[src/rtl/median_pkg.sv]
// Shared types and default constants for the median source actor.
package median_pkg;

  typedef enum logic [1:0] {
    CAPTURE   = 2'd0,
    EMIT_CTRL = 2'd1,
    STREAM    = 2'd2
  } state_t;

  localparam logic [7:0]  DEFAULT_PIVOT_C = 8'd127;
  localparam logic [10:0] BUFF_SIZE_C     = 11'd8;
  localparam logic [9:0]  MEDIAN_POS_C    = 10'd4;

  // Midpoint of the window range; the sum needs 9 bits so 254+255 does not wrap.
  function automatic logic [7:0] pivot_of(input logic [7:0] lo, input logic [7:0] hi);
    logic [8:0] sum;
    sum = {1'b0, lo} + {1'b0, hi};
    return sum[8:1];
  endfunction

endpackage

[src/rtl/median_source_actor_if.sv]
// Bundle of the pixel source, pixel sink and the four control-token sinks.
//
// Handshake: every channel is strobe/full (or strobe/empty on the input).
// A token moves on a rising clock edge when the strobe is high; a sink strobe
// is never raised while that sink's full is high, and the data is stable for
// the whole cycle the strobe is high. in_px_rd is only raised while
// in_px_empty is low; the pixel it requests appears on in_px one cycle later.
interface median_source_actor_if #(
  parameter int SIZE_W = 4
);
  logic [7:0]        in_px;
  logic              in_px_rd;
  logic              in_px_empty;

  logic [7:0]        out_px;
  logic              out_px_wr;
  logic              out_px_full;

  logic [7:0]        out_pivot;
  logic              out_pivot_wr;
  logic              out_pivot_full;

  logic [SIZE_W-1:0] out_buff_size;
  logic              out_buff_size_wr;
  logic              out_buff_size_full;

  logic [SIZE_W-1:0] out_median_pos;
  logic              out_median_pos_wr;
  logic              out_median_pos_full;

  logic [7:0]        out_second_median_value;
  logic              out_second_median_value_wr;
  logic              out_second_median_value_full;

  modport master (
    input  in_px, in_px_empty, out_px_full, out_pivot_full, out_buff_size_full,
           out_median_pos_full, out_second_median_value_full,
    output in_px_rd, out_px, out_px_wr, out_pivot, out_pivot_wr, out_buff_size,
           out_buff_size_wr, out_median_pos, out_median_pos_wr,
           out_second_median_value, out_second_median_value_wr
  );

  modport slave (
    output in_px, in_px_empty, out_px_full, out_pivot_full, out_buff_size_full,
           out_median_pos_full, out_second_median_value_full,
    input  in_px_rd, out_px, out_px_wr, out_pivot, out_pivot_wr, out_buff_size,
           out_buff_size_wr, out_median_pos, out_median_pos_wr,
           out_second_median_value, out_second_median_value_wr
  );

endinterface

[src/rtl/median_window_buf.sv]
// Window storage: one synchronous write port, one combinational read port so
// the streamed pixel is valid in the same cycle as its write strobe.
module median_window_buf #(
  parameter int DEPTH = 8,
  parameter int AW    = 3
) (
  input  logic          clk_i,
  input  logic          we_i,
  input  logic [AW-1:0] waddr_i,
  input  logic [7:0]    wdata_i,
  input  logic [AW-1:0] raddr_i,
  output logic [7:0]    rdata_o
);

  logic [7:0] mem_q [DEPTH];

  // Store one captured pixel per write enable.
  always_ff @(posedge clk_i) begin
    if (we_i) mem_q[waddr_i] <= wdata_i;
  end

  assign rdata_o = mem_q[raddr_i];

endmodule

[src/rtl/median_source_actor.sv]
// Captures a window of pixels, emits the control tokens for the median stage
// (pivot, window size, median position, second median value) and then
// replays the window in capture order.
module median_source_actor
  import median_pkg::*;
#(
  parameter logic [9:0]  MEDIAN_POS    = MEDIAN_POS_C,
  parameter logic [10:0] BUFF_SIZE     = BUFF_SIZE_C,
  parameter int          BUFF_SIZE_BIT = $clog2(BUFF_SIZE) + 1,
  parameter logic [7:0]  DEFAULT_PIVOT = DEFAULT_PIVOT_C
) (
  input  logic                 clock,
  input  logic                 reset,
  median_source_actor_if.master bus,
  output state_t               dbg_state_o
);

  localparam int SW = BUFF_SIZE_BIT;
  localparam int AW = (BUFF_SIZE > 11'd1) ? $clog2(BUFF_SIZE) : 1;
  localparam logic [SW-1:0] SIZE_TOK = SW'(BUFF_SIZE);
  localparam logic [SW-1:0] MPOS_TOK = SW'(MEDIAN_POS);
  localparam logic [SW-1:0] ONE_S    = SW'(1);
  localparam logic [AW-1:0] ONE_A    = AW'(1);
  localparam logic [AW-1:0] LAST_IDX = AW'(BUFF_SIZE - 11'd1);

  state_t        state_q, state_d;
  logic [SW-1:0] req_cnt_q, req_cnt_d;
  logic          rd_d1_q, rd_d1_d;
  logic [AW-1:0] wr_idx_q, wr_idx_d;
  logic [AW-1:0] rd_idx_q, rd_idx_d;
  logic [7:0]    min_q, min_d, max_q, max_d;
  logic [7:0]    pivot_q, pivot_d;
  logic [3:0]    done_q, done_d;

  logic          px_rd, px_wr, buf_we;
  logic [3:0]    ctrl_wr, ctrl_full;
  logic [7:0]    min_upd, max_upd, rd_data;

  // Channel order in ctrl_wr/ctrl_full/done: 0 pivot, 1 size, 2 median pos, 3 second value.
  assign ctrl_full = {bus.out_second_median_value_full, bus.out_median_pos_full,
                      bus.out_buff_size_full, bus.out_pivot_full};

  median_window_buf #(.DEPTH(int'(BUFF_SIZE)), .AW(AW)) u_buf (
    .clk_i   (clock),
    .we_i    (buf_we),
    .waddr_i (wr_idx_q),
    .wdata_i (bus.in_px),
    .raddr_i (rd_idx_q),
    .rdata_o (rd_data)
  );

  // State, counters, running min/max, pivot and done flags.
  always_ff @(posedge clock or posedge reset) begin
    if (reset) begin
      state_q   <= CAPTURE;
      req_cnt_q <= '0;
      rd_d1_q   <= 1'b0;
      wr_idx_q  <= '0;
      rd_idx_q  <= '0;
      min_q     <= 8'hFF;
      max_q     <= 8'h00;
      pivot_q   <= DEFAULT_PIVOT;
      done_q    <= '0;
    end else begin
      state_q   <= state_d;
      req_cnt_q <= req_cnt_d;
      rd_d1_q   <= rd_d1_d;
      wr_idx_q  <= wr_idx_d;
      rd_idx_q  <= rd_idx_d;
      min_q     <= min_d;
      max_q     <= max_d;
      pivot_q   <= pivot_d;
      done_q    <= done_d;
    end
  end

  // Next-state and strobe logic for capture, control emission and replay.
  always_comb begin
    state_d   = state_q;
    req_cnt_d = req_cnt_q;
    rd_d1_d   = 1'b0;
    wr_idx_d  = wr_idx_q;
    rd_idx_d  = rd_idx_q;
    min_d     = min_q;
    max_d     = max_q;
    pivot_d   = pivot_q;
    done_d    = done_q;
    px_rd     = 1'b0;
    px_wr     = 1'b0;
    buf_we    = 1'b0;
    ctrl_wr   = 4'b0000;
    min_upd   = (bus.in_px < min_q) ? bus.in_px : min_q;
    max_upd   = (bus.in_px > max_q) ? bus.in_px : max_q;
    unique case (state_q)
      CAPTURE: begin
        // Reset gating keeps the read strobe low while reset is held.
        px_rd   = ~reset & ~bus.in_px_empty & (req_cnt_q < SIZE_TOK);
        rd_d1_d = px_rd;
        if (px_rd) req_cnt_d = req_cnt_q + ONE_S;
        // The pixel requested last cycle is on in_px now.
        if (rd_d1_q) begin
          buf_we   = 1'b1;
          min_d    = min_upd;
          max_d    = max_upd;
          wr_idx_d = wr_idx_q + ONE_A;
          if (wr_idx_q == LAST_IDX) begin
            state_d   = EMIT_CTRL;
            pivot_d   = pivot_of(min_upd, max_upd);
            wr_idx_d  = '0;
            req_cnt_d = '0;
          end
        end
      end
      EMIT_CTRL: begin
        ctrl_wr = ~ctrl_full & ~done_q;
        done_d  = done_q | ctrl_wr;
        if (&done_q) begin
          state_d = STREAM;
          done_d  = '0;
        end
      end
      STREAM: begin
        px_wr = ~bus.out_px_full;
        if (px_wr) begin
          rd_idx_d = rd_idx_q + ONE_A;
          if (rd_idx_q == LAST_IDX) begin
            state_d   = CAPTURE;
            rd_idx_d  = '0;
            wr_idx_d  = '0;
            req_cnt_d = '0;
            min_d     = 8'hFF;
            max_d     = 8'h00;
          end
        end
      end
      default: state_d = CAPTURE;
    endcase
  end

  assign bus.in_px_rd                   = px_rd;
  assign bus.out_px_wr                  = px_wr;
  assign bus.out_px                     = (state_q == STREAM) ? rd_data : 8'h00;
  assign bus.out_pivot                  = pivot_q;
  assign bus.out_pivot_wr               = ctrl_wr[0];
  assign bus.out_buff_size              = SIZE_TOK;
  assign bus.out_buff_size_wr           = ctrl_wr[1];
  assign bus.out_median_pos             = MPOS_TOK;
  assign bus.out_median_pos_wr          = ctrl_wr[2];
  assign bus.out_second_median_value    = DEFAULT_PIVOT;
  assign bus.out_second_median_value_wr = ctrl_wr[3];
  assign dbg_state_o                    = state_q;

endmodule
[src/flat_wrapper.sv]
// flat-port wrapper written by rule: the top's interface ports become plain ports
module median_source_actor_flat import median_pkg::*;
#(
  parameter logic [9:0]  MEDIAN_POS    = MEDIAN_POS_C,
  parameter logic [10:0] BUFF_SIZE     = BUFF_SIZE_C,
  parameter int          BUFF_SIZE_BIT = $clog2(BUFF_SIZE) + 1,
  parameter logic [7:0]  DEFAULT_PIVOT = DEFAULT_PIVOT_C
)
  (clock, reset, dbg_state_o, bus_in_px, bus_in_px_empty, bus_out_px_full, bus_out_pivot_full, bus_out_buff_size_full, bus_out_median_pos_full, bus_out_second_median_value_full, bus_in_px_rd, bus_out_px, bus_out_px_wr, bus_out_pivot, bus_out_pivot_wr, bus_out_buff_size, bus_out_buff_size_wr, bus_out_median_pos, bus_out_median_pos_wr, bus_out_second_median_value, bus_out_second_median_value_wr);
  median_source_actor_if bus_i ();
  input  logic clock;
  input  logic reset;
  output state_t dbg_state_o;
  input wire logic [$bits(bus_i.in_px)-1:0] bus_in_px;
  input wire logic [$bits(bus_i.in_px_empty)-1:0] bus_in_px_empty;
  input wire logic [$bits(bus_i.out_px_full)-1:0] bus_out_px_full;
  input wire logic [$bits(bus_i.out_pivot_full)-1:0] bus_out_pivot_full;
  input wire logic [$bits(bus_i.out_buff_size_full)-1:0] bus_out_buff_size_full;
  input wire logic [$bits(bus_i.out_median_pos_full)-1:0] bus_out_median_pos_full;
  input wire logic [$bits(bus_i.out_second_median_value_full)-1:0] bus_out_second_median_value_full;
  output wire logic [$bits(bus_i.in_px_rd)-1:0] bus_in_px_rd;
  output wire logic [$bits(bus_i.out_px)-1:0] bus_out_px;
  output wire logic [$bits(bus_i.out_px_wr)-1:0] bus_out_px_wr;
  output wire logic [$bits(bus_i.out_pivot)-1:0] bus_out_pivot;
  output wire logic [$bits(bus_i.out_pivot_wr)-1:0] bus_out_pivot_wr;
  output wire logic [$bits(bus_i.out_buff_size)-1:0] bus_out_buff_size;
  output wire logic [$bits(bus_i.out_buff_size_wr)-1:0] bus_out_buff_size_wr;
  output wire logic [$bits(bus_i.out_median_pos)-1:0] bus_out_median_pos;
  output wire logic [$bits(bus_i.out_median_pos_wr)-1:0] bus_out_median_pos_wr;
  output wire logic [$bits(bus_i.out_second_median_value)-1:0] bus_out_second_median_value;
  output wire logic [$bits(bus_i.out_second_median_value_wr)-1:0] bus_out_second_median_value_wr;
  assign bus_i.in_px = bus_in_px;
  assign bus_i.in_px_empty = bus_in_px_empty;
  assign bus_i.out_px_full = bus_out_px_full;
  assign bus_i.out_pivot_full = bus_out_pivot_full;
  assign bus_i.out_buff_size_full = bus_out_buff_size_full;
  assign bus_i.out_median_pos_full = bus_out_median_pos_full;
  assign bus_i.out_second_median_value_full = bus_out_second_median_value_full;
  assign bus_in_px_rd = bus_i.in_px_rd;
  assign bus_out_px = bus_i.out_px;
  assign bus_out_px_wr = bus_i.out_px_wr;
  assign bus_out_pivot = bus_i.out_pivot;
  assign bus_out_pivot_wr = bus_i.out_pivot_wr;
  assign bus_out_buff_size = bus_i.out_buff_size;
  assign bus_out_buff_size_wr = bus_i.out_buff_size_wr;
  assign bus_out_median_pos = bus_i.out_median_pos;
  assign bus_out_median_pos_wr = bus_i.out_median_pos_wr;
  assign bus_out_second_median_value = bus_i.out_second_median_value;
  assign bus_out_second_median_value_wr = bus_i.out_second_median_value_wr;
  median_source_actor #(.MEDIAN_POS(MEDIAN_POS), .BUFF_SIZE(BUFF_SIZE), .BUFF_SIZE_BIT(BUFF_SIZE_BIT), .DEFAULT_PIVOT(DEFAULT_PIVOT)) u_core (.clock(clock), .reset(reset), .bus(bus_i), .dbg_state_o(dbg_state_o));
endmodule
[config.mk]
export PLATFORM = sky130hd
export DESIGN_NAME = median_source_actor_flat
export DESIGN_NICKNAME = d
export VERILOG_FILES = /design/src/rtl/median_pkg.sv /design/src/rtl/median_source_actor_if.sv /design/src/rtl/median_window_buf.sv /design/src/rtl/median_source_actor.sv /design/src/flat_wrapper.sv
export SDC_FILE = /design/constraint.sdc
export NUM_CORES = 1
export LEC_CHECK = 0
export BUFFER_PORTS_ARGS = -buffer_cell sky130_fd_sc_hd__buf_2
export CORE_ASPECT_RATIO = 0.9
export CORE_UTILIZATION = 53
export DETAILED_ROUTE_END_ITERATION = 6
export GPL_TIMING_DRIVEN = 0
export PLACE_DENSITY = 0.72
export SLEW_MARGIN = 25
export SYNTH_ARGS = -nofsm -noshare
export SYNTH_HDL_FRONTEND = slang
export SYNTH_SLANG_ARGS = --single-unit
[constraint.sdc]
create_clock -name clock -period 5.28 [get_ports clock]
set_clock_uncertainty 0.15 [all_clocks]
set_input_delay 1.056 -clock clock [delete_from_list [all_inputs] [get_ports clock]]
set_output_delay 1.056 -clock clock [all_outputs]
set_load 0.05 [all_outputs]
Yosys cells after proc, flatten, opt, wreduce, memory -nomap -nowiden --
Memories as Yosys holds them, arrays and structs flattened. Cells that the tools add are included.
Cells by class: add/subtract/negate cells 4, bitwise gates (word level) 9, multiplexer cells 37, reduce and logical (&&, ||, !) cells 8, equal/unequal tests 9, order comparisons 3
Operators with widths (number):
- two-way mux 8 bit | 9
- one-hot mux 8 bit (2 select lines) | 2
- two-way mux 4 bit | 7
- two-way mux 3 bit | 5
- two-way mux 2 bit | 5
- adder 8 x 8 -> 9 bit | 1
- > comparator 8 bit | 1
- < comparator 8 bit | 1
- inequality test 2 x 1 -> 1 bit, second input constant | 4
- NOT 4 bit | 2
- one-hot mux 4 bit (2 select lines) | 1
- AND reduction 4 bit | 2
- adder 3 x 1 -> 3 bit, second input constant | 2
- == test 3 bit, second input constant | 2
- two-way mux 1 bit | 6
- one-hot mux 2 bit (3 select lines) | 1
- one-hot mux 3 bit (2 select lines) | 1
- AND reduction 3 bit | 2
- AND reduction 5 bit | 1
- adder 4 x 1 -> 4 bit, second input constant | 1
- AND 4 bit | 1
- < comparator 4 bit, second input constant | 1
- bitwise OR 4 bit | 1
- NOT 1 bit | 3
- other kinds (7) | 8
Storage, ports and cells: input bits 16, word-level logic and storage cells 80, memories 1, memory bits (writable) 64, register bits after elaboration 41
Memory list:
- u_core.u_buf.mem_q | depth 8, width 8, read ports 1, clocked after Yosys merged registers in 0, write ports 1, RTL line median_window_buf.sv:15 | logic [7:0] mem_q [DEPTH];

Longest topological paths before layout --
word-level depth 7, depth in mapped cells 16, mapped depth without buffers 15

Modules after synthesis --
Synthesis repeated with hierarchy kept, for this count alone.
Unflattened totals: cell total of the unflattened synthesis 412, area total of the unflattened synthesis 5303.8 um2
Modules (own cells, without submodules):
- median_source_actor | sequential area each 1044.8 um2, instances 1, area each 2772.7 um2, cells each 306
- median_window_buf | sequential area each 1921.8 um2, instances 1, area each 2531.2 um2, cells each 106

Worst setup path before layout --
OpenSTA, ideal clock, no wires.
path type in2reg, start point input bus_in_px[1], end point register u_core.pivot_q[7], in the netlist u_core.bus.out_pivot[7], slack 1182 ps, data required time 4998 ps, stages on the path 13, buffers on the path 1, library setup time 132 ps, arrival 3816 ps, cells stage by stage ha_1 -> a2111o_1 -> a31oi_4 -> clkbuf_1 -> o21ai_0 -> fa_1 -> a21o_1 -> a21oi_1 -> o21bai_1 -> a21oi_1 -> o21bai_1 -> a21oi_1 -> o21ai_0
On the way: longest elaborated chain between the ends 3
RTL lines:
- from (decl) | RTL line flat_wrapper.sv:14 | input wire logic [$bits(bus_i.in_px)-1:0] bus_in_px;
- < comparator 8 bit or > comparator 8 bit (tied branches) | RTL line median_source_actor.sv:92, median_source_actor.sv:93
- two-way mux 8 bit (on tied branches) | RTL line median_source_actor.sv:92, median_source_actor.sv:93
- adder 8 x 8 -> 9 bit * | RTL line median_pkg.sv:17 | sum = {1'b0, lo} + {1'b0, hi};
- to (signal assigned) | RTL line median_source_actor.sv:72 | pivot_q <= pivot_d;
- to (decl) | RTL line median_source_actor.sv:32 | logic [7:0] pivot_q, pivot_d;
Every way passes the cells marked *; elsewhere a longest branch is shown, timed or not. A chain may end at the register's enable or synchronous reset.

Final worst setup path --
Same ends and word-level chain as after synthesis.

==> impl_metrics.sql <==
INSERT INTO impl_metrics (metric_group, metric, value, unit) VALUES
('worst_setup_path', 'origin_of_the_critical_flop_to_flop_path', 'u_core.min_q[1]$_DFFE_PP1P_', ''),
('cts', 'post_cts_buffers', '0', ''),
('cts', 'clock_root_cell', 'clkbuf_8', ''),
('drt', 'number_of_detailed_route_iterations_in_the_first_pass', '5', ''),
('synth', 'most_frequent_cells_after_synthesis', '64 x edfxtp_1, 44 x nor2_1, 30 x nand2_1', ''),
('sta', 'rsz0062_at_grt', 'no', ''),
('synth', 'synthFlopType', 'edfxtp_1', ''),
('synth', 'postSynthRegisterBits', '105', ''),
('worst_setup_path', 'cp.arrival', '4580', 'ps'),
('place', 'place.gp.congestion', '0.786', ''),
('final_layout', 'register_area', '2970', 'sq um'),
('drt', 'routed_wirelength', '10700', 'um'),
('power', 'cellPowerDensity', '585', 'nW/um^2'),
('grt', 'grt_start_max_net_pins', '25', ''),
('die', 'initial_utilization', '55.8', '%'),
('cts', 'numCtsBuffers', '9', ''),
('synth', 'async_flop_share', '39.0', '%'),
('final_layout', 'post_route_cells_drive_above_1_share', '25.6', '%'),
('run', 'maxCapViolations', '0', ''),
('power', 'peak_vdd_ir', '0.393', 'mV'),
('grt', 'remaining_overflow_grt', '0', ''),
('worst_setup_path', 'r2r.worst_path.cells', '14', ''),
('drt', 'antenna_violating_nets_post_route', '0', ''),
('synth', 'synth.largest_area_cell', 'edfxtp_1', ''),
('worst_setup_path', 'cp.required', '5380', 'ps'),
('worst_setup_path', 'timing.critical_path.depth', '14', ''),
('worst_setup_path', 'worstSetupEndpoint', 'u_core.bus.out_pivot[7]$_DFFE_PP0P_', ''),
('sta', 'slew-limit-headroom', '43.7', '%'),
('worst_setup_path', 'worstReg2RegEnd', 'u_core.bus.out_pivot[7]$_DFFE_PP0P_', ''),
('sta', 'fmaxAchievable', '223', 'MHz'),
('synth', 'ys_seq_area_share', '57.0', '%'),
('sta', 'hold_fails_final_rpt', '0', ''),
('sta', 'tightestPinTransition', '842', 'ps'),
('power', 'power.static_leakage', '2.38', 'nW'),
('worst_setup_path', 'worstPathBufferInverterCount', '2', ''),
('cts', 'worst_setup_hold_path_clk_slew', '100', 'ps'),
('worst_setup_path', 'setup.worst_path.start', 'bus_in_px[1]', ''),
('sta', 'final_critical_path_share_of_the_clock_period', '84.9', '%'),
('sta', 'fin_setup_tns', '0', 'ps'),
('die', 'die_width', '106', 'um'),
('worst_setup_path', 'r2r_setup_slack', '1130', 'ps'),
('sta', 'slew_limit_fails', '0', ''),
('run_status', 'result_of_the_run', 'finished clean', ''),
('grt', 'grt_first_pass_wirelength', '17000', 'um'),
('worst_hold_path', 'whs_path_depth', '2', ''),
('final_layout', 'fillCellCount', '772', ''),
('synth', 'synthesis.instances', '417', ''),
('grt', 'first_global_vias', '3366', ''),
('cts', 'clock_latency_at_the_later_pin_of_the_worst_skew_pair', '370', 'ps'),
('worst_setup_path', 'cpMaxStageDelayCell', 'fa_1', ''),
('synth', 'synthDominantCellAreaShare', '36.9', '%'),
('worst_setup_path', 'critical-path-top-delay-family', 'compound AO/OA/AOI/OAI gates', ''),
('cts', 'tritoncts_clock_tree', 'built', ''),
('cts', 'cts_hold_buf', '0', ''),
('worst_setup_path', 'worst-setup-path-type', 'primary input to register', ''),
('cts', 'post_cts_resized', '0', ''),
('drt', 'dr_wl_cell', '17.5', 'um'),
('synth', 'synth_enable_flop_cells', '64', ''),
('final_layout', 'area_of_the_multi_input_gates', '2050', 'sq um'),
('synth', 'synthDistinctLibCells', '52', ''),
('place', 'portBuffers', '39', ''),
('die', 'std_cell_rows', '33', ''),
('final_layout', 'total_nets_final', '527', ''),
('drt', 'detailedRoute.firstIterationViolations', '142', ''),
('sta', 'timing.final.crit_period', '4480', 'ps'),
('place', 'detailedPlacementHpwl', '7720', 'um'),
('grt', 'antenna_found_initial', '0', ''),
('synth', 'syn-mean-instance-area', '12.5', 'sq um'),
('worst_setup_path', 'max_fo_critical_path', '12', ''),
('synth', 'yosys.cell_count.top_type', 'edfxtp_1', ''),
('worst_setup_path', 'cp_cell_sequence', 'buf_2 > ha_1 > a2111o_1 > a31oi_4 > clkbuf_1 > o21ai_0 > fa_1 > a21o_1 > a21oi_1 > o21bai_1 > a21oi_1 > o21bai_1 > a21oi_1 > o21ai_0', '');
state kept, by name, summed over array words and instances, names as in the netlist:
register	flops
u_core.min_q	8
u_core.done_q	4
u_core.wr_idx_q	3
u_core.rd_d1_q	1
u_core.rd_idx_q	3
u_core.u_buf.mem_q	64
u_core.dbg_state_o	2
u_core.req_cnt_q	4
u_core.bus.out_pivot	8
u_core.max_q	8
logic make-up after synthesis:
family | synth area share [%]
AND/OR/NAND/NOR | 10.3
flip-flops | 57.0
AO/OA/AOI/OAI | 8.44
buffers and inverters | 5.07
multiplexers | 11.0
adder cells (fa/ha/maj) | 6.88
XOR/XNOR | 1.18
other | 0.144
per-stage QoR:
stage / setup WS [ps] / area, sq um / utilization (%) / std cells / hold WS (ps)
global placement: 467 / 5600 / 60.1 / 592 / 310
floorplan: 1180 / 5260 / - / 431 / 297
global route: 435 / 5840 / 62.6 / 610 / 356
CTS: 808 / 5840 / 62.6 / 610 / 334
finish: 795 / 5840 / 62.6 / 610 / 329
detailed placement: 441 / 5670 / 60.7 / 594 / 316
where the power goes:
| group | internal [mW] | switching (mW) | leakage, nW |
|---|---|---|---|
| registers | 1.13 | 0.107 | 1.06 |
| logic | 0.651 | 1.07 | 1.23 |
| clock network | 0.176 | 0.275 | 0.0883 |
| total | 1.96 | 1.46 | 2.38 |
worst min path at each step:
stage	endpoint	start	slack, ps
after floorplan	u_core.min_q[0]$_DFFE_PP1P_	u_core.min_q[0]$_DFFE_PP1P_	300
after global placement	u_core.min_q[0]$_DFFE_PP1P_	u_core.min_q[0]$_DFFE_PP1P_	310
after detailed placement	u_core.min_q[0]$_DFFE_PP1P_	u_core.min_q[0]$_DFFE_PP1P_	320
after CTS	u_core.min_q[0]$_DFFE_PP1P_	u_core.min_q[0]$_DFFE_PP1P_	330
after global routing	u_core.min_q[0]$_DFFE_PP1P_	u_core.min_q[0]$_DFFE_PP1P_	360
final	u_core.min_q[0]$_DFFE_PP1P_	u_core.min_q[0]$_DFFE_PP1P_	330
routing by layer:
layer / track usage [%] / vias to the layer above / share of wire, %
met5: 0 / - / 0
met4: 7.65 / 0 / 1.2
met3: 4.87 / 10 / 3.7
met2: 39.9 / 89 / 51
met1: 28.5 / 1698 / 44
li1: - / 1618 / -
layout make-up:
type | count | area share (%)
buffer | 30 | 2.98
clock buffer | 11 | 2.25
clock inverter | 5 | 0.686
inverter | 24 | 1.54
multi-input combinational | 272 | 35.2
sequential | 105 | 50.8
tap | 122 | 2.62
timing repair buffer | 41 | 3.94
cell usage in the layout, fill, tap and decap left out, types with 6 or more instances in the layout:
| master | instances |
|---|---|
| edfxtp_1 | 64 |
| nor2_1 | 44 |
| buf_2 | 40 |
| nand2_1 | 30 |
| ha_1 | 27 |
| dfrtp_1 | 26 |
| inv_1 | 23 |
| o21ai_0 | 22 |
| a21oi_1 | 20 |
| buf_4 | 17 |
| mux4_2 | 16 |
| conb_1 | 16 |
| dfstp_2 | 15 |
| clkbuf_1 | 13 |
| nor3_1 | 10 |
| mux2_2 | 10 |
| mux2i_1 | 10 |
| nand2b_1 | 9 |
| clkbuf_8 | 9 |
| xnor2_1 | 6 |
worst register-to-register path, delay by kind of cell, from the launching register on:
kind / cells / cell delay [ps]
buffers and inverters: 2 / 450
DFF: 1 / 530
AOI/OAI and AO/OA: 10 / 2140
adders and majority gates: 2 / 780
Note: power is estimated with default switching activity, not from simulation.
